**config.mk**
```make
export PLATFORM = sky130hd
export DESIGN_NAME = spi_wrapper
export DESIGN_NICKNAME = d
export VERILOG_FILES = /design/src/rtl/spi_pkg.sv /design/src/rtl/spi_ram.sv /design/src/rtl/spi_wrapper.sv
export SDC_FILE = /design/constraint.sdc
export NUM_CORES = 2
export LEC_CHECK = 0
export CAP_MARGIN = 10
export CELL_PAD_IN_SITES_DETAIL_PLACEMENT = 0
export CELL_PAD_IN_SITES_GLOBAL_PLACEMENT = 1
export CORE_UTILIZATION = 60
export DETAILED_ROUTE_END_ITERATION = 10
export GPL_TIMING_DRIVEN = 0
export PLACE_DENSITY_LB_ADDON = 0.1
export SYNTH_ARGS = -nofsm -noshare
export SYNTH_HDL_FRONTEND = slang
export SYNTH_HIERARCHICAL = 1
export SYNTH_SLANG_ARGS = --single-unit
```
**constraint.sdc**
```tcl
create_clock -name clk -period 11.9 [get_ports clk]
set_clock_uncertainty 0.15 [all_clocks]
set_input_delay 1.785 -clock clk [delete_from_list [all_inputs] [get_ports clk]]
set_output_delay 1.785 -clock clk [all_outputs]
set_load 0.01 [all_outputs]
```
**src/rtl/spi_pkg.sv**
```systemverilog
// Shared types and constants for the SPI slave wrapper.
// Holds the slave FSM state type, the frame length and the 2-bit command codes.
package spi_pkg;

    typedef enum logic [2:0] {
        IDLE,
        CHK_CMD,
        WRITE,
        READ_ADD,
        READ_DATA
    } spi_state_e;

    localparam logic [1:0] CMD_WR_ADDR = 2'b00;
    localparam logic [1:0] CMD_WR_DATA = 2'b01;
    localparam logic [1:0] CMD_RD_ADDR = 2'b10;
    localparam logic [1:0] CMD_RD_DATA = 2'b11;

    // Bits shifted in per frame after the command-select bit.
    localparam logic [3:0] FRAME_BITS = 4'd10;

endpackage

```
**src/rtl/spi_ram.sv**
```systemverilog
// Byte-wide command-driven memory behind the SPI slave.
// Ports: clk, arst (async active-high), din[9:0] + rx_valid (command word in),
//        dout[7:0] + tx_valid (read byte out, tx_valid is a one-cycle pulse).
// Macro SPI_MEM_RESET_EN: when defined, arst clears every memory word to 0x00;
// otherwise the storage array has no reset.
module spi_ram
    import spi_pkg::*;
#(
    parameter int MEM_DEPTH = 256,
    parameter int ADD_SIZE  = 8
) (
    input  logic       clk,
    input  logic       arst,
    input  logic [9:0] din,
    input  logic       rx_valid,
    output logic [7:0] dout,
    output logic       tx_valid
);

    localparam logic [ADD_SIZE:0] MEM_LIMIT = (ADD_SIZE + 1)'(MEM_DEPTH);

    logic [7:0] mem [MEM_DEPTH];

    logic [ADD_SIZE-1:0] wr_addr_q, wr_addr_d;
    logic [ADD_SIZE-1:0] rd_addr_q, rd_addr_d;
    logic [7:0]          dout_q, dout_d;
    logic                tx_valid_q, tx_valid_d;
    logic                wr_en;
    logic                wr_ok;
    logic                rd_ok;
    logic [1:0]          cmd;

    assign cmd   = din[9:8];
    // Addresses past the populated depth are ignored on write, read as zero.
    assign wr_ok = ({1'b0, wr_addr_q} < MEM_LIMIT);
    assign rd_ok = ({1'b0, rd_addr_q} < MEM_LIMIT);

    always_comb begin
        wr_addr_d  = wr_addr_q;
        rd_addr_d  = rd_addr_q;
        dout_d     = dout_q;
        tx_valid_d = 1'b0;
        wr_en      = 1'b0;
        if (rx_valid) begin
            unique case (cmd)
                CMD_WR_ADDR: wr_addr_d = din[ADD_SIZE-1:0];
                CMD_WR_DATA: wr_en = wr_ok;
                CMD_RD_ADDR: rd_addr_d = din[ADD_SIZE-1:0];
                CMD_RD_DATA: begin
                    dout_d     = rd_ok ? mem[rd_addr_q] : 8'h00;
                    tx_valid_d = 1'b1;
                end
                default: ;
            endcase
        end
    end

    always_ff @(posedge clk or posedge arst) begin
        if (arst) begin
            wr_addr_q  <= '0;
            rd_addr_q  <= '0;
            dout_q     <= '0;
            tx_valid_q <= 1'b0;
        end else begin
            wr_addr_q  <= wr_addr_d;
            rd_addr_q  <= rd_addr_d;
            dout_q     <= dout_d;
            tx_valid_q <= tx_valid_d;
        end
    end

`ifdef SPI_MEM_RESET_EN
    always_ff @(posedge clk or posedge arst) begin
        if (arst) begin
            for (int i = 0; i < MEM_DEPTH; i++) begin
                mem[i] <= 8'h00;
            end
        end else if (wr_en) begin
            mem[wr_addr_q] <= din[7:0];
        end
    end
`else
    always_ff @(posedge clk) begin
        if (wr_en) begin
            mem[wr_addr_q] <= din[7:0];
        end
    end
`endif

    assign dout     = dout_q;
    assign tx_valid = tx_valid_q;

endmodule

```
**src/rtl/spi_wrapper.sv**
```systemverilog
// SPI slave front end: frame FSM, 10-bit receive shifter and MISO serialiser
// around the spi_ram command memory (instance RAM).
// Ports: clk, arst (async active-high), SS_n (active-low select), MOSI in,
//        MISO out (registered, LSB-first read data).
// Macro SPI_MEM_RESET_EN (in spi_ram): reset also clears the memory.
module spi_wrapper
    import spi_pkg::*;
#(
    parameter int MEM_DEPTH = 256,
    parameter int ADD_SIZE  = 8
) (
    input  logic clk,
    input  logic arst,
    input  logic SS_n,
    input  logic MOSI,
    output logic MISO
);

    spi_state_e state_q, state_d;
    logic [3:0] bit_cnt_q, bit_cnt_d;
    logic [9:0] din_q, din_d;
    logic       rx_valid_q, rx_valid_d;
    logic       rd_flag_q, rd_flag_d;
    logic [7:0] tx_shift_q, tx_shift_d;
    logic [2:0] tx_cnt_q, tx_cnt_d;
    logic       tx_busy_q, tx_busy_d;
    logic       miso_q, miso_d;
    logic [7:0] ram_dout;
    logic       ram_tx_valid;

    spi_ram #(
        .MEM_DEPTH(MEM_DEPTH),
        .ADD_SIZE (ADD_SIZE)
    ) RAM (
        .clk     (clk),
        .arst    (arst),
        .din     (din_q),
        .rx_valid(rx_valid_q),
        .dout    (ram_dout),
        .tx_valid(ram_tx_valid)
    );

    always_comb begin
        state_d    = state_q;
        bit_cnt_d  = bit_cnt_q;
        din_d      = din_q;
        rx_valid_d = 1'b0;
        rd_flag_d  = rd_flag_q;
        tx_shift_d = tx_shift_q;
        tx_cnt_d   = tx_cnt_q;
        tx_busy_d  = tx_busy_q;
        miso_d     = 1'b0;

        if (SS_n) begin
            state_d   = IDLE;
            bit_cnt_d = '0;
            tx_busy_d = 1'b0;
        end else begin
            unique case (state_q)
                IDLE: begin
                    state_d   = CHK_CMD;
                    bit_cnt_d = '0;
                end
                CHK_CMD: begin
                    if (!MOSI) begin
                        state_d = WRITE;
                    end else if (rd_flag_q) begin
                        state_d = READ_DATA;
                    end else begin
                        state_d = READ_ADD;
                    end
                end
                WRITE, READ_ADD, READ_DATA: begin
                    // Bits beyond the tenth are ignored until SS_n rises.
                    if (bit_cnt_q < FRAME_BITS) begin
                        din_d     = {din_q[8:0], MOSI};
                        bit_cnt_d = bit_cnt_q + 4'd1;
                        if (bit_cnt_q == FRAME_BITS - 4'd1) begin
                            rx_valid_d = 1'b1;
                            if (din_d[9:8] == CMD_RD_ADDR) begin
                                rd_flag_d = 1'b1;
                            end else if (din_d[9:8] == CMD_RD_DATA) begin
                                rd_flag_d = 1'b0;
                            end
                        end
                    end
                    // Load the RAM byte the cycle tx_valid shows, then
                    // emit it LSB first, one bit per clock.
                    if (state_q == READ_DATA) begin
                        if (ram_tx_valid) begin
                            tx_shift_d = ram_dout;
                            tx_cnt_d   = '0;
                            tx_busy_d  = 1'b1;
                        end else if (tx_busy_q) begin
                            miso_d   = tx_shift_q[tx_cnt_q];
                            tx_cnt_d = tx_cnt_q + 3'd1;
                            if (tx_cnt_q == 3'd7) begin
                                tx_busy_d = 1'b0;
                            end
                        end
                    end
                end
                default: state_d = IDLE;
            endcase
        end
    end

    always_ff @(posedge clk or posedge arst) begin
        if (arst) begin
            state_q    <= IDLE;
            bit_cnt_q  <= '0;
            din_q      <= '0;
            rx_valid_q <= 1'b0;
            rd_flag_q  <= 1'b0;
            tx_shift_q <= '0;
            tx_cnt_q   <= '0;
            tx_busy_q  <= 1'b0;
            miso_q     <= 1'b0;
        end else begin
            state_q    <= state_d;
            bit_cnt_q  <= bit_cnt_d;
            din_q      <= din_d;
            rx_valid_q <= rx_valid_d;
            rd_flag_q  <= rd_flag_d;
            tx_shift_q <= tx_shift_d;
            tx_cnt_q   <= tx_cnt_d;
            tx_busy_q  <= tx_busy_d;
            miso_q     <= miso_d;
        end
    end

    assign MISO = miso_q;

endmodule

```
==> results_dict.tcl <==
set metrics [dict create \
    finalNonFillerCells 6452 \
    ys_dominant_reg_cell "sky130_fd_sc_hd__edfxtp_1" \
    ys_async_sr_fraction_pct 2.708 \
    syn-cell-area_sq_mm 0.08260 \
    first_global_vias 44600 \
    postLayoutSetupSlackWorst_ps 5755 \
    mappedNetlistNets 4221 \
    initial_utilization_pct 60.75 \
    critical_path.most_common_cell "sky130_fd_sc_hd__buf_2" \
    number_of_buffers_added_by_the_clock_tree_synthesis_step 201 \
    hold_crit_path_type "register to register" \
    dp.final_hpwl_mm 204.7 \
    worst_ep_required_time_ps 12540 \
    setup_viol 0 \
    synth_area_per_cell_sq_um 19.61 \
    synth_mux_area_share_pct 14.45 \
    timing.critical_path.buf_inv 5 \
    boundaryPins 5 \
    worst_ir_drop_vdd_uv 259.8 \
    fin_hold_ws_ps 356.1 \
    main_combinational_cell_family_by_area_after_synthesis "multiplexers" \
    post_route_ant_nets 0 \
    synth_seq_cells 2105 \
    gpl.final_weighted_congestion 1.059 \
    whs_path_depth 1 \
    worst_slew_margin_rel_pct -3.272 \
    crit_path_start_kind "register" \
    p_leak_uw 0.02863 \
    number_of_nets_at_the_end_of_the_flow 4486 \
    die-height_microns 373.0 \
    total_area_of_sequential_cells_sq_mm 0.06296 \
    setup.worst_path.end_class "register" \
    coreArea_sq_mm 0.1360 \
    critical_path.top_delay_family "buffers and inverters" \
    dieArea_sq_mm 0.1392 \
    clkSlewWorstSetupHoldPaths_ps 70 \
    global_route.usage.total_pct 44.19 \
    cts-resized-gates 0 \
    adder_cell_share_of_the_synthesized_area_pct 0.06059 \
    grt_start_max_net_pins 97 \
    drive_gt1_share_pct 18.01 \
    filler_instances 8742 \
    setup_repair_after_global_routing_missed_its_margin "false" \
    routed_length_per_placed_instance_microns 47.36 \
    grt_overflow 0 \
    timing.critical_path.cells "buf_4 > buf_4 > buf_2 > buf_2 > buf_2 > nand2_1 > a21oi_1 > nor4_1 > nor4_1 > nand3_1 > nand3_1" \
    multi_input_comb_area_sq_mm 0.01788 \
    max_cap_violations 6 \
    synth.lib_cells_used.distinct 68 \
    power_density_over_the_cells_mw_per_mm2 181.9 \
    placement.io_buffers 3 \
    slew_violations 48 \
    die_width_microns 373.0 \
    timing.setup.tns_ps 0 \
    period_share_pct 51.64 \
    vias 48400 \
    synthesis.instances 4213 \
    drt-initial-drc-count 9407 \
    synth-edff-count 2048 \
    achievable-frequency_ghz 0.1627 \
    critical_path.max_fanout 10 \
    synth-xor-area-share_pct 0 \
    synth_compound_gate_area_share_pct 4.282 \
    post-place-ws_ps 6141 \
    flow.area_growth_from_synthesis_pct 12.18 \
    synth.yosys.warnings 6 \
    holdPathEnd "tx_shift_q[6]" \
    cts.htree.levels 4 \
    first_pass_iters 8 \
    fin_util_pct 68.15 \
    clock-root-buffer "sky130_fd_sc_hd__clkbuf_16" \
    rr_startpoint "RAM/rd_addr_q[1]" \
    worst_slew_pin_slew_ps 1545 \
    violations "max-capacitance violations, max-slew violations" \
    post_cts_hold_buffer_count 0 \
    row_count 135 \
    tritoncts "done" \
    worst-r2r-setup-slack_ps 5760 \
    final_period_minus_worst_setup_slack_ps 6145 \
    drt-vias-per-instance 7.501 \
    grt_first_pass_wirelength_mm 399.6 \
    critical_path.slowest_cell "sky130_fd_sc_hd__nor4_1" \
    hold_path.startpoint "tx_shift_q[6]" \
    antenna_found_initial 28 \
    clock_latency_ps 870 \
    post-route-drc-count 0 \
    r2r_cells 11 \
    total_length_of_routed_wires_mm 305.5 \
    synth_area_in_simple_gates_pct 2.825 \
    place.detailed.instances 6053 \
    slowest_delay_ps 1050 \
    cp_data_arrival_time_ps 6790 \
    clock-sinks 2105 \
    postCtsSetupBuffers 0 \
    setup.worst_path.class "register to register" \
    timing.final.hold_violations 0 \
    ys_seq_area_share_pct 76.18 \
    regToRegEndpoint "RAM/dout[4]" \
    outcome "complete, but fails checks" \
    cts.path.max_buffers 3 \
]
## placed cells by master, fill, tap and decap left out, types with 37 or more instances in the layout
cell	instances
sky130_fd_sc_hd__a211oi_1	56
sky130_fd_sc_hd__a21oi_1	71
sky130_fd_sc_hd__a221oi_1	37
sky130_fd_sc_hd__buf_2	52
sky130_fd_sc_hd__clkbuf_1	158
sky130_fd_sc_hd__clkbuf_16	201
sky130_fd_sc_hd__clkinv_1	52
sky130_fd_sc_hd__clkinv_2	40
sky130_fd_sc_hd__dfrtp_1	49
sky130_fd_sc_hd__edfxtp_1	2048
sky130_fd_sc_hd__mux2i_1	424
sky130_fd_sc_hd__mux4_2	298
sky130_fd_sc_hd__nand2_1	109
sky130_fd_sc_hd__nand3_1	40
sky130_fd_sc_hd__nor2_1	279
sky130_fd_sc_hd__o21ai_0	77
sky130_fd_sc_hd__o221ai_1	65
sky130_fd_sc_hd__o22ai_1	123
## logic make-up after synthesis
| logic type | Yosys count |
|---|---|
| simple gates | 531 |
| flops | 2105 |
| buf+inv | 274 |
| mux | 780 |
| fa+ha+maj | 4 |
| compound gates | 519 |
## where the power goes
part           leakage, uW  switching [uW]  internal, uW
Sequential          0.0197             197          9050
Combinational      0.00569             900           207
Clock              0.00320            2910          3590
## through the flow
| step | instance area (sq um) | total power [uW] |
|---|---|---|
| after floorplan | 82600 | 9916 |
| after global placement | 84860 | 10690 |
| after detailed placement | 86000 | 10450 |
| after CTS | 92570 | 16720 |
| after global routing | 92620 | 17070 |
| final | 92660 | 16860 |
## worst max-delay path by stage
stage	from	to	slack, ps	cells after the start
after global placement	din_q[2]	RAM/mem[74][2]	3510	0
after floorplan	din_q[7]	RAM/mem[0][7]	7710	0
after detailed placement	RAM/rd_addr_q[1]	RAM/dout[4]	6140	11
final	RAM/rd_addr_q[1]	RAM/dout[4]	5760	11
after CTS	RAM/rd_addr_q[1]	RAM/dout[4]	6130	11
after global routing	RAM/rd_addr_q[1]	RAM/dout[4]	6250	11
## per-layer routing
layer | GRT usage [%] | part of all wire, % | up-vias
met4 | 29.39 | 8.2 | 10
met3 | 18.38 | 16 | 943
met2 | 59.80 | 41 | 4554
met5 | 0 | 0.044 | -
li1 | - | - | 17910
met1 | 58.72 | 34 | 24980
## cell type report
class / instances / area share (%)
clock inverter: 134 / 1.472
multi-input combinational: 1834 / 19.29
antenna: 19 / 0.05131
inverter: 13 / 0.05266
buffer: 261 / 1.928
sequential: 2105 / 67.94
clock buffer: 243 / 5.620
timing repair buffer: 62 / 1.238
tap: 1781 / 2.405
## cells in the mapped netlist, types with 24 or more instances
cell type / number / area share, %
sky130_fd_sc_hd__nor3_1: 24 / 0.15
sky130_fd_sc_hd__nand3_1: 40 / 0.24
sky130_fd_sc_hd__clkbuf_1: 126 / 0.57
sky130_fd_sc_hd__nand2_1: 109 / 0.50
sky130_fd_sc_hd__mux2_2: 30 / 0.41
sky130_fd_sc_hd__a21oi_1: 71 / 0.43
sky130_fd_sc_hd__buf_2: 40 / 0.24
sky130_fd_sc_hd__nor2_1: 279 / 1.3
sky130_fd_sc_hd__edfxtp_1: 2048 / 74
sky130_fd_sc_hd__mux2i_1: 424 / 5.1
sky130_fd_sc_hd__dfrtp_1: 57 / 1.7
sky130_fd_sc_hd__o22ai_1: 123 / 0.93
sky130_fd_sc_hd__buf_6: 32 / 0.44
sky130_fd_sc_hd__a211oi_1: 56 / 0.51
sky130_fd_sc_hd__o21ai_0: 77 / 0.47
sky130_fd_sc_hd__o221ai_1: 65 / 0.69
sky130_fd_sc_hd__mux4_2: 298 / 8.1
sky130_fd_sc_hd__a221oi_1: 37 / 0.39
## state kept, by name (all words and copies together), names as in the netlist
| name | flops |
|---|---|
| RAM/tx_valid | 1 |
| rx_valid_q | 1 |
| tx_busy_q | 1 |
| tx_shift_q | 8 |
| state_q | 3 |
| din_q | 10 |
| tx_cnt_q | 3 |
| RAM/dout | 8 |
| bit_cnt_q | 4 |
| RAM/rd_addr_q | 8 |
| RAM/wr_addr_q | 8 |
| RAM/mem | 2048 |
| MISO | 1 |
| rd_flag_q | 1 |
(Power assumes the default switching activity.)
